**config.mk**
```make
export PLATFORM = sky130hd
export DESIGN_NAME = pwm_duty_decoder
export DESIGN_NICKNAME = d
export VERILOG_FILES = /design/src/rtl/pwm_duty_decoder.sv
export SDC_FILE = /design/constraint.sdc
export NUM_CORES = 1
export LEC_CHECK = 0
export CORE_UTILIZATION = 60
export CTS_BUF_LIST = sky130_fd_sc_hd__clkbuf_16
export DETAILED_ROUTE_END_ITERATION = 10
export DONT_BUFFER_PORTS = 1
export PLACE_DENSITY = 0.81
export SYNTH_ARGS = -nofsm -noshare
export SYNTH_HDL_FRONTEND = slang
export SYNTH_SLANG_ARGS = --single-unit
```
**constraint.sdc**
```tcl
create_clock -name sysclk -period 3.9 [get_ports sysclk]
set_input_delay 0.195 -clock sysclk [delete_from_list [all_inputs] [get_ports sysclk]]
set_output_delay 0.195 -clock sysclk [all_outputs]
set_load 0.01 [all_outputs]
```
**src/rtl/pwm_duty_decoder.sv**
```systemverilog
// pwm_duty_decoder: receive end of the pan/tilt PWM link.
// Each line is synchronized, edge-detected and timed rise-to-rise; a frame of
// exactly 2^WIDTH samples yields its high count as the recovered duty value.

// One PWM line: synchronizer, edge detect, frame FSM, static-line timeout.
module pwm_duty_chan #(
  parameter int WIDTH   = 6,
  parameter int TIMEOUT = 256
) (
  input  logic             sysclk,
  input  logic             rst_n,
  input  logic             pulse,
  output logic [WIDTH-1:0] duty,
  output logic             valid,
  output logic             err
);
  // Counters need headroom over a full frame and must be able to reach TIMEOUT.
  localparam int CW_FRM = WIDTH + 2;
  localparam int CW_TMO = $clog2(TIMEOUT) + 1;
  localparam int CW     = (CW_FRM > CW_TMO) ? CW_FRM : CW_TMO;
  localparam logic [CW-1:0] CNT_MAX = '1;
  localparam logic [CW-1:0] TMO     = CW'(TIMEOUT);
  localparam logic [CW-1:0] TMO_M1  = CW'(TIMEOUT - 1);
  localparam logic [CW:0]   FRAME   = (CW + 1)'(2 ** WIDTH);

  typedef enum logic [1:0] {IDLE, HIGH, LOW} state_t;

  logic   s1, s2, p, rise_q, fall_q;
  state_t state, state_n;
  logic [CW-1:0] hi, hi_n, lo, lo_n, idle, idle_n;
  logic [WIDTH-1:0] duty_n;
  logic valid_n, err_n;
  logic edge_seen, tmo;
  logic [CW:0] frame_len;

  // Two-flop synchronizer, history flop and registered edge strobes.
  // p is the line level aligned with rise_q/fall_q, so the FSM counts on p.
  always_ff @(posedge sysclk) begin
    if (!rst_n) begin
      s1     <= 1'b0;
      s2     <= 1'b0;
      p      <= 1'b0;
      rise_q <= 1'b0;
      fall_q <= 1'b0;
    end else begin
      s1     <= pulse;
      s2     <= s1;
      p      <= s2;
      rise_q <= s2 & ~p;
      fall_q <= ~s2 & p;
    end
  end

  assign edge_seen = rise_q | fall_q;
  // Fires on the single cycle the idle count would step onto TIMEOUT; the
  // count then parks at TIMEOUT so one static episode gives one strobe.
  assign tmo       = ~edge_seen & (idle == TMO_M1);
  assign frame_len = {1'b0, hi} + {1'b0, lo};

  // State, counters and output registers.
  always_ff @(posedge sysclk) begin
    if (!rst_n) begin
      state <= IDLE;
      hi    <= '0;
      lo    <= '0;
      idle  <= '0;
      duty  <= '0;
      valid <= 1'b0;
      err   <= 1'b0;
    end else begin
      state <= state_n;
      hi    <= hi_n;
      lo    <= lo_n;
      idle  <= idle_n;
      duty  <= duty_n;
      valid <= valid_n;
      err   <= err_n;
    end
  end

  // Next-state: frame measurement, acceptance check and static-line handling.
  always_comb begin
    state_n = state;
    hi_n    = hi;
    lo_n    = lo;
    idle_n  = idle;
    duty_n  = duty;
    valid_n = 1'b0;
    err_n   = err;

    if (edge_seen)       idle_n = '0;
    else if (idle < TMO) idle_n = idle + CW'(1);

    if (tmo) begin
      // Static low is a legitimate duty of 0; static high is a stuck line.
      duty_n  = {WIDTH{p}};
      valid_n = 1'b1;
      err_n   = err | p;
      state_n = IDLE;
      hi_n    = '0;
      lo_n    = '0;
    end else begin
      case (state)
        IDLE: begin
          if (rise_q) begin
            state_n = HIGH;
            hi_n    = CW'(1);
            lo_n    = '0;
          end
        end
        HIGH: begin
          if (fall_q) begin
            state_n = LOW;
            lo_n    = CW'(1);
          end else if (hi != CNT_MAX) begin
            hi_n = hi + CW'(1);
          end
        end
        LOW: begin
          if (rise_q) begin
            if (frame_len == FRAME) begin
              duty_n  = hi[WIDTH-1:0];
              valid_n = 1'b1;
            end else begin
              err_n = 1'b1;
            end
            state_n = HIGH;
            hi_n    = CW'(1);
            lo_n    = '0;
          end else if (lo != CNT_MAX) begin
            lo_n = lo + CW'(1);
          end
        end
        default: state_n = IDLE;
      endcase
    end
  end
endmodule

// Top: two identical, independent channels (index 0 = X, 1 = Y).
module pwm_duty_decoder #(
  parameter int WIDTH   = 6,
  parameter int TIMEOUT = 256
) (
  input  logic             sysclk,
  input  logic             Reset_Sw,
  input  logic             Pulse_X,
  input  logic             Pulse_Y,
  output logic [WIDTH-1:0] Duty_X,
  output logic [WIDTH-1:0] Duty_Y,
  output logic             Valid_X,
  output logic             Valid_Y,
  output logic             Err_X,
  output logic             Err_Y
);
  localparam int NUM_CH = 2;

  logic [NUM_CH-1:0]            pulse, valid, err;
  logic [NUM_CH-1:0][WIDTH-1:0] duty;

  assign pulse = {Pulse_Y, Pulse_X};

  for (genvar g = 0; g < NUM_CH; g++) begin : g_chan
    pwm_duty_chan #(.WIDTH(WIDTH), .TIMEOUT(TIMEOUT)) u_chan (
      .sysclk (sysclk),
      .rst_n  (Reset_Sw),
      .pulse  (pulse[g]),
      .duty   (duty[g]),
      .valid  (valid[g]),
      .err    (err[g])
    );
  end

  assign Duty_X  = duty[0];
  assign Duty_Y  = duty[1];
  assign Valid_X = valid[0];
  assign Valid_Y = valid[1];
  assign Err_X   = err[0];
  assign Err_Y   = err[1];
endmodule

```
==> results of run 1 <==
[layout make-up]
| cell class | instances | area, sq um |
|---|---|---|
| Multi-Input combinational cell | 404 | 2650 |
| Fill cell | 572 | 2150 |
| Sequential cell | 84 | 1680 |
| Clock buffer | 9 | 225 |
| Tap cell | 96 | 120 |
| Clock inverter | 7 | 50.0 |
| Inverter | 9 | 33.8 |
| Timing Repair Buffer | 3 | 30.0 |
[per-stage QoR]
| stage | setup slack [ps] | util [%] |
|---|---|---|
| after CTS | 1090 | 69.0 |
| final | 1030 | 69.0 |
| after detailed placement | 1090 | 64.6 |
| after global routing | 865 | 69.0 |
| after floorplan | 1360 | - |
| after global placement | 1220 | 64.6 |
[path summary, 6_finish.rpt]
path                                    to  slack (ps)  depth (start not counted)
setup / recovery  g_chan[1].u_chan.duty[0]        1030                          9
setup reg to reg  g_chan[1].u_chan.duty[0]        1030                          9
hold reg to reg    g_chan[1].u_chan.fall_q         400                          1
hold / removal          g_chan[0].u_chan.p          20                          1
[logic make-up (layout without fill, tap and decap cells)]
| kind of cell | after synthesis | in the layout | synth area share (%) |
|---|---|---|---|
| simple gates | 210 | 210 | 23.4 |
| compound gates | 107 | 107 | 15.3 |
| flops | 84 | 84 | 38.1 |
| fa+ha+maj | 40 | 40 | 11.7 |
| xor+xnor | 35 | 35 | 6.94 |
| buf+inv | 20 | 28 | 1.90 |
| mux | 12 | 12 | 2.72 |
[sequential cells by signal, indices dropped and copies added, names as in the netlist]
name	count
g_chan.u_chan.hi	18
g_chan.u_chan.idle	18
g_chan.u_chan.lo	18
g_chan.u_chan.duty	12
g_chan.u_chan.state	4
g_chan.u_chan.err	2
g_chan.u_chan.fall_q	2
g_chan.u_chan.p	2
g_chan.u_chan.rise_q	2
g_chan.u_chan.s1	2
g_chan.u_chan.s2	2
g_chan.u_chan.valid	2
[layout by cell type (no fill, tap or decap), drive strengths merged, types with 6 or more instances in the layout]
| cell type | synthesis | final |
|---|---|---|
| nand4 | 11 | 11 |
| inv | 9 | 11 |
| nor2 | 69 | 69 |
| nand3 | 21 | 21 |
| ha | 38 | 38 |
| mux2i | 12 | 12 |
| xnor2 | 14 | 14 |
| a21o | 9 | 9 |
| a21oi | 40 | 40 |
| nor4 | 8 | 8 |
| nor3 | 8 | 8 |
| and3 | 11 | 11 |
| nand2 | 38 | 38 |
| and2 | 10 | 10 |
| nor2b | 8 | 8 |
| nor3b | 11 | 11 |
| o21ai | 32 | 32 |
| dfxtp | 84 | 84 |
| xor2 | 21 | 21 |
| clkbuf | 9 | 9 |
| o211ai | 6 | 6 |
[critical path: cells and delay by family (launching register included)]
kind / cells / cell delay (ps)
xor+xnor: 1 / 170
flops: 1 / 380
fa+ha+maj: 2 / 650
simple gates: 3 / 880
compound gates: 3 / 670
[repair_timing]
action	in CTS	in global routing
endpoints found under the hold margin	8	0
hold buffers	3	0
setup buffers	0	0
[power groups by stage]
stage                     clock, mW  sequential, mW  combinational, mW
final                         0.780           0.881             0.0669
after global placement            0           0.900             0.0603
after floorplan                   0           0.897             0.0542
after CTS                     0.799           0.881             0.0665
after detailed placement          0           0.900             0.0625
after global routing          0.835           0.883             0.0754
[layer usage]
metal	GRT usage [%]	vias to the layer above	share of wire (%)
met2	43.8	62	48
met1	32.8	1716	47
met5	0	-	0
met4	9.09	0	1.7
li1	-	1818	-
met3	4.62	15	3.8
==> flow_summary.ini, run 1 <==
[power]
ir_worst_vdd_uv = 290
power.switching_uw = 401
switching_share_pct = 23.2
power.total_mw = 1.73
power_frac_seq_pct = 51.0
clkPwrFrac_pct = 45.1
p_leak_nw = 1.96
power_density_nw_per_um2 = 361
p_int_mw = 1.33
combPwrFrac_pct = 3.9

[floorplanning]
coreArea_sq_um = 6940
initial_core_util_pct = 63.6
fp.dieArea_sq_um = 7710
die_h_um = 87.8
ios = 20
die_x_um = 87.8
rows = 30

[timing]
fmax_mhz = 349
setup_viol = 0
timing.final.crit_share_pct = 73.5
max-slew-margin-rel_pct = 54.3
drv_slew = 0
tightestPinTransition_ps = 679
fin_tns_setup_ps = 0
rsz0062_at_grt = false
hold-worst-slack_ps = 19.2
hold_viol = 0
min_period_ps = 2870
finalClockSkew_ps = 6.77

[global_route]
antenna_found_initial = 0
grt_pass1_vias = 3561
grt_usage_pct = 25.8
grt_pass1_wl_um = 15700
overflow = 0
grt_max_degree = 16

[critical_path]
criticalPathCategory = register to register
cpPeakStageDelay_ps = 410
startpoint_type = register
cp_max_fo = 14
crit_path_top_delay_cell = fa_1
crit_start = g_chan[1].u_chan.hi[0]
r2r-start = g_chan[1].u_chan.hi[0]
critical_path_required_ps = 4100
critical_path_arrival_ps = 3060
endpoint_kind = register
cp_cell_sequence = ha_1 > fa_1 > a21o_1 > a221oi_2 > o21ai_1 > xnor2_1 > nand3_1 > nor4_1 > nor3b_1

[placed_design]
place.gp.congestion = 0.880
place_area_sq_um = 4490
port_buffers = 0
dp_cells = 593
dp_hpwl_um = 6480

[drt]
detail_route.first_pass.iterations = 4
viasPerCell = 5.90
post-route-drc-count = 0
vias = 3611
drtAntennaViolNets = 0
drt-initial-drc-count = 217
drt_wl_total_um = 9050
wl_per_cell_um = 14.8

[clock_tree]
clkSinkCount = 84
numCtsBuffers = 9
h-tree-depth = 3
cts_resized = 0
clkTransAtPathRegs_ps = 60
clock_path_buffers = 2
clk_latency_ps = 320
cts_tree = built
root_buffer = clkbuf_16

[synthesis]
async_flop_share_pct = 0
ys_seq_elements = 84
syn_area_sq_um = 4420
synthTopCellsByArea = dfxtp_1, ha_1, nor2_1
synth_most_common_cell = dfxtp_1
synth_top_area_cell = dfxtp_1
synth-seq-area-share_pct = 38.1
synth_warnings = 0
synth_edf_count = 0
syn_inst = 508
yosysUniqueCellTypes = 45
avgSynthCellArea_sq_um = 8.70
synthesis.nets = 552
yosys_most_used_dff = dfxtp_1
synth_common_cells = dfxtp_1, nor2_1, a21oi_1, ha_1, nand2_1
netlist.area_leader.share_pct = 38.1

[worst_hold_path]
hp-class = input pin to register
worstHoldStart = Reset_Sw

[finish]
fin_area_sq_um = 4790
fin_nets = 555
area_delta_synth_final_pct = 8.49
drive_gt1_share_pct = 4.46
n_antenna_cell = 0
instances_no_fill = 612

[run_status]
status = complete, no violations

[job]
cap_violations = 0
Note: power is estimated with default switching activity, not from simulation.
==> inputs of run 2 (changes only) <==
- clock period: 3.9 -> 2.9 ns (I/O delays scaled with it)
==> run 2 against run 1 <==
Net effect:
- flip-flop and latch count stayed put
- highest routed layer unchanged
- die area stayed put
- combinational power is 42% higher
- count of clock-buffer cells in the layout stayed put
- clock skew is 3.6 ps higher
==> flow_summary.ini, run 2 (synthesis results as in run 1) <==
[drt]
drt_wl_total_um = 9350
drt-initial-drc-count = 206
vias = 3630
viasPerCell = 5.88
detail_route.first_pass.iterations = 5
wl_per_cell_um = 15.2
post-route-drc-count = 0
drtAntennaViolNets = 0

[floorplanning]
fp.dieArea_sq_um = 7710
die_h_um = 87.8
ios = 20
rows = 30
coreArea_sq_um = 6940
initial_core_util_pct = 63.6
die_x_um = 87.8

[clock_tree]
cts_tree = built
clk_latency_ps = 340
h-tree-depth = 3
clkSinkCount = 84
clock_path_buffers = 2
clkTransAtPathRegs_ps = 70
numCtsBuffers = 9
root_buffer = clkbuf_16
postCtsSetupBuffers = 0

[global_route]
grt_usage_pct = 26.2
grt_pass1_vias = 3408
grt_pass1_wl_um = 15700
antenna_found_initial = 0
overflow = 0
grt_max_degree = 17

[worst_hold_path]
min_path_cells = 2
holdPathEnd = g_chan[1].u_chan.state[1]
worstHoldStart = Reset_Sw
hp-class = input pin to register

[power]
ir_worst_vdd_uv = 543
p_leak_nw = 2.01
power.total_mw = 2.37
power_density_nw_per_um2 = 484

[critical_path]
critical_path_required_ps = 3090
reg2reg_depth = 9
criticalPathCategory = register to register
reg2reg_to = g_chan[0].u_chan.duty[3]
cp_max_fo = 7
endpoint_kind = register
r2r-start = g_chan[0].u_chan.hi[0]
ff2ff_setup_slack_ps = 180
critical_path_arrival_ps = 2910
startpoint_type = register

[run_status]
status = complete, no violations

[timing]
drv_slew = 0
setup_viol = 0
fmax_mhz = 367
timing.final.crit_share_pct = 93.9
tightestPinTransition_ps = 668
hold_viol = 0
min_period_ps = 2720
finalClockSkew_ps = 10.3
max-slew-margin-rel_pct = 55.0

[finish]
n_antenna_cell = 0
largestRegisters = g_chan.u_chan.hi (18), g_chan.u_chan.idle (18), g_chan.u_chan.lo (18)
final_cell_mix = dfxtp_1, nor2_1, a21oi_1, nand2_1, ha_1
fillers = 537
fin_nets = 560
utilization_pct = 70.4
area_delta_synth_final_pct = 10.7
final_common_cell = dfxtp_1
drive_gt1_share_pct = 5.76

[placed_design]
port_buffers = 0
dp_hpwl_um = 6650
place.gp.congestion = 0.875

[job]
cap_violations = 0
==> run 2: changes by cell type in the layout (fill, tap and decap cells not counted), sizes merged <==
cell and delta:
clkinv +1, buf +5, clkinvlp -1
==> run 2: layout make-up <==
class / instances / area, sq um / area share, %
clock inverters: 7 / 61.3 / 1.25
inverters: 9 / 33.8 / 0.691
clock buffers: 9 / 225 / 4.60
multi-input cells: 404 / 2700 / 55.2
well taps: 96 / 120 / 2.46
repair buffers: 8 / 67.6 / 1.38
flip-flops and latches: 84 / 1680 / 34.4
==> run 2: report_power, final <==
| part | switching (mW) | leakage (nW) | internal (mW) |
|---|---|---|---|
| Combinational | 0.0589 | 1.19 | 0.0359 |
| Sequential | 0.0152 | 0.679 | 1.17 |
| Clock | 0.493 | 0.139 | 0.595 |
==> run 2: worst max-delay path by stage <==
| stage | slack (ps) | endpoint | cells after the start | start |
|---|---|---|---|---|
| after global placement | 210 | g_chan[0].u_chan.duty[0] | 9 | g_chan[0].u_chan.hi[0] |
| after floorplan | 360 | g_chan[0].u_chan.duty[0] | 9 | g_chan[0].u_chan.lo[0] |
| after global routing | -2 | g_chan[1].u_chan.duty[1] | 9 | g_chan[1].u_chan.lo[0] |
| final | 180 | g_chan[0].u_chan.duty[3] | 9 | g_chan[0].u_chan.hi[0] |
| after detailed placement | 60 | g_chan[0].u_chan.duty[3] | 9 | g_chan[0].u_chan.hi[0] |
| after CTS | 50 | g_chan[0].u_chan.duty[3] | 9 | g_chan[0].u_chan.hi[0] |
==> run 2: stage by stage <==
step	cell area (sq um)	worst slack [ps]	setup TNS [ps]	instances	hold WS (ps)
6_report	4890	177	0	617	94.2
5_1_grt	4890	-2.28	-2.28	617	82.7
4_1_cts	4840	53.8	0	617	71.5
3_5_place_dp	4530	59.3	0	598	274
3_3_place_gp	4530	207	0	598	270
2_1_floorplan	4420	359	0	508	272
==> run 2: routing by layer <==
layer  vias up  wire [um]  GRT usage [%]
met5         -          0              0
met4         0        157           9.69
met3        17        483           4.90
met2        89       4410           43.4
met1      1701       4300           34.1
li1       1823          -              -
==> run 2: critical path, stage by stage, from the launching register on <==
cell       delay [ps]
dfxtp_1           370
ha_1              240
fa_1              460
a21oi_1           210
o21bai_1          100
xor2_1            170
a2111oi_4         400
o2111ai_4         270
mux2i_1           260
a21oi_1           110
==> run 2: timing repair <==
item                       4_1_cts  5_1_grt
setup endpoints to repair        0       12
resized for setup                0        5
hold endpoints to repair        13        0
hold buffers                     3        0
==> inputs of run 3 (changes only) <==
- CORE_ASPECT_RATIO: not set -> 0.8
- PLACE_DENSITY: 0.81 -> 0.77
- clock period: 2.9 -> 2.7 ns (I/O delays scaled with it)
==> run 3 against run 2 <==
Net effect:
- the run now ends with design-rule violations left
- utilization up 1.9 points
- hold slack worse by 0.53 ps
- highest routed layer unchanged
- count of clock-buffer cells in the layout unchanged
- first-iteration DRC count up 2.9%
- sequential share of layout area down 1.1 points
- setup slack worse by 120 ps
- register-to-register slack worse by 120 ps
- flip-flop and latch count unchanged
- total power up 12%
- global-route usage up 0.54 points
- largest power group unchanged
- final cell count up 0.49%
- critical endpoint is now g_chan[1].u_chan.duty[4]
==> flow_summary.ini, run 3 (synthesis results as in run 1) <==
[power]
power.switching_uw = 614
switching_share_pct = 23.2
clkPwrFrac_pct = 47.6
power_frac_seq_pct = 48.1
p_leak_nw = 2.08
ir_worst_vdd_uv = 424
combPwrFrac_pct = 4.3
power_density_nw_per_um2 = 523
p_int_mw = 2.03

[critical_path]
endpoint_kind = register
critical_path_arrival_ps = 2910
startpoint_type = register
criticalPathCategory = register to register
critical_path_required_ps = 2960
cp_max_fo = 7

[floorplanning]
ios = 20
fp.dieArea_sq_um = 7710
coreArea_sq_um = 6990
die_h_um = 78.8
initial_core_util_pct = 63.2
die_x_um = 98.0
rows = 27

[finish]
utilization_pct = 72.3
n_antenna_cell = 0
fin_nets = 573
area_delta_synth_final_pct = 14.5
final_cell_mix = dfxtp_1, nor2_1, a21oi_1, nand2_1, ha_1
largestRegisters = g_chan.u_chan.hi (18), g_chan.u_chan.idle (18), g_chan.u_chan.lo (18)
final_common_cell = dfxtp_1
drive_gt1_share_pct = 10.5

[drt]
wl_met2_um = 4450
top_layer = met4
drt-initial-drc-count = 212
drtAntennaViolNets = 0
drt_wl_total_um = 9930
post-route-drc-count = 1
vias = 3722
viasPerCell = 6.00
wl_met3_um = 624
detail_route.first_pass.iterations = 8
wl_met1_um = 4720
wl_per_cell_um = 16.0

[clock_tree]
cts_tree = built
clkTransAtPathRegs_ps = 70
clock_path_buffers = 2
numCtsBuffers = 9
h-tree-depth = 3
clkSinkCount = 84
clk_latency_ps = 340
root_buffer = clkbuf_16

[timing]
hold_viol = 0
setup_viol = 0
finalWorstSetupSlack_ps = 51.9
min_period_ps = 2650
hold-worst-slack_ps = 93.7
finalClockSkew_ps = 9.06
max-slew-margin-rel_pct = 60.0
fin_tns_setup_ps = 0
timing.final.crit_share_pct = 98.1
tightestPinTransition_ps = 600
drv_slew = 0
fmax_mhz = 378

[job]
cap_violations = 0

[placed_design]
place.gp.congestion = 0.896
place_ws_ps = -46.1
dp_hpwl_um = 6920
port_buffers = 0

[global_route]
antenna_found_initial = 0
overflow = 0
grt_max_degree = 17
grt_pass1_wl_um = 16400
grt_usage_pct = 26.8
grt_pass1_vias = 3457

[run_status]
violations = design-rule violations
status = finished with violations

[worst_hold_path]
hp-class = input pin to register
## run 3: cell count changes in the layout (fill, tap and decap cells not counted), sizes merged
| cell | before | now |
|---|---|---|
| buf | 5 | 17 |
| bufinv | 0 | 1 |
| clkinv | 4 | 0 |
| clkinvlp | 1 | 0 |
| inv | 11 | 14 |
| nand3 | 21 | 22 |
## run 3: power by group through the flow
stage	logic (mW)	clock network [mW]	registers, mW
finish	0.114	1.26	1.27
global route	0.129	1.33	1.27
CTS	0.111	1.28	1.27
detailed placement	0.102	0	1.30
global placement	0.100	0	1.30
floorplan	0.0782	0	1.29
## run 3: worst paths after layout
check	startpoint	to	slack [ps]	cells past startpoint
setup / recovery	g_chan[1].u_chan.lo[0]	g_chan[1].u_chan.duty[4]	50	10
hold / removal	Reset_Sw	g_chan[0].u_chan.duty[1]	90	3
setup reg to reg	g_chan[1].u_chan.lo[0]	g_chan[1].u_chan.duty[4]	50	10
hold reg to reg	g_chan[1].u_chan.s2	g_chan[1].u_chan.fall_q	420	1
## run 3: worst max-delay path, stage by stage, from the launching register on
cell and delay (ps):
dfxtp_1 320, ha_2 200, fa_2 340, a21o_1 200, a221oi_4 260, o211ai_2 160
a2111oi_4 350, buf_4 200, nand3_4 130, o21ai_1 200, nor3b_2 220
## run 3: repair_timing
item                                   in CTS  in global routing
endpoints found under the hold margin      13                  0
hold buffers                                3                  0
setup endpoints to repair                   9                 19
resized for setup                           3                 20
setup buffers                               0                  1
cloned                                      0                  1
pin swaps                                   2                  6
## run 3: layout make-up
cell class	instances	area [sq um]
multi-input cells	405	2770
inverters	9	33.8
flip-flops and latches	84	1680
clock buffers	9	225
repair buffers	20	158
fillers	524	1930
clock inverters	6	76.3
well taps	87	109
## run 3: metal layers
layer / vias up / global-route usage, %
met5: - / 0
met4: 0 / 7.88
met3: 16 / 7.75
met2: 113 / 41.8
met1: 1739 / 36.0
li1: 1854 / -
## run 3: stage by stage
| stage | area [sq um] | std cells | total power [mW] |
|---|---|---|---|
| after global routing | 5060 | 620 | 2.73 |
| final | 5060 | 620 | 2.64 |
| after CTS | 4940 | 618 | 2.66 |
| after detailed placement | 4600 | 600 | 1.40 |
| after global placement | 4600 | 600 | 1.40 |
| after floorplan | 4420 | 508 | 1.37 |
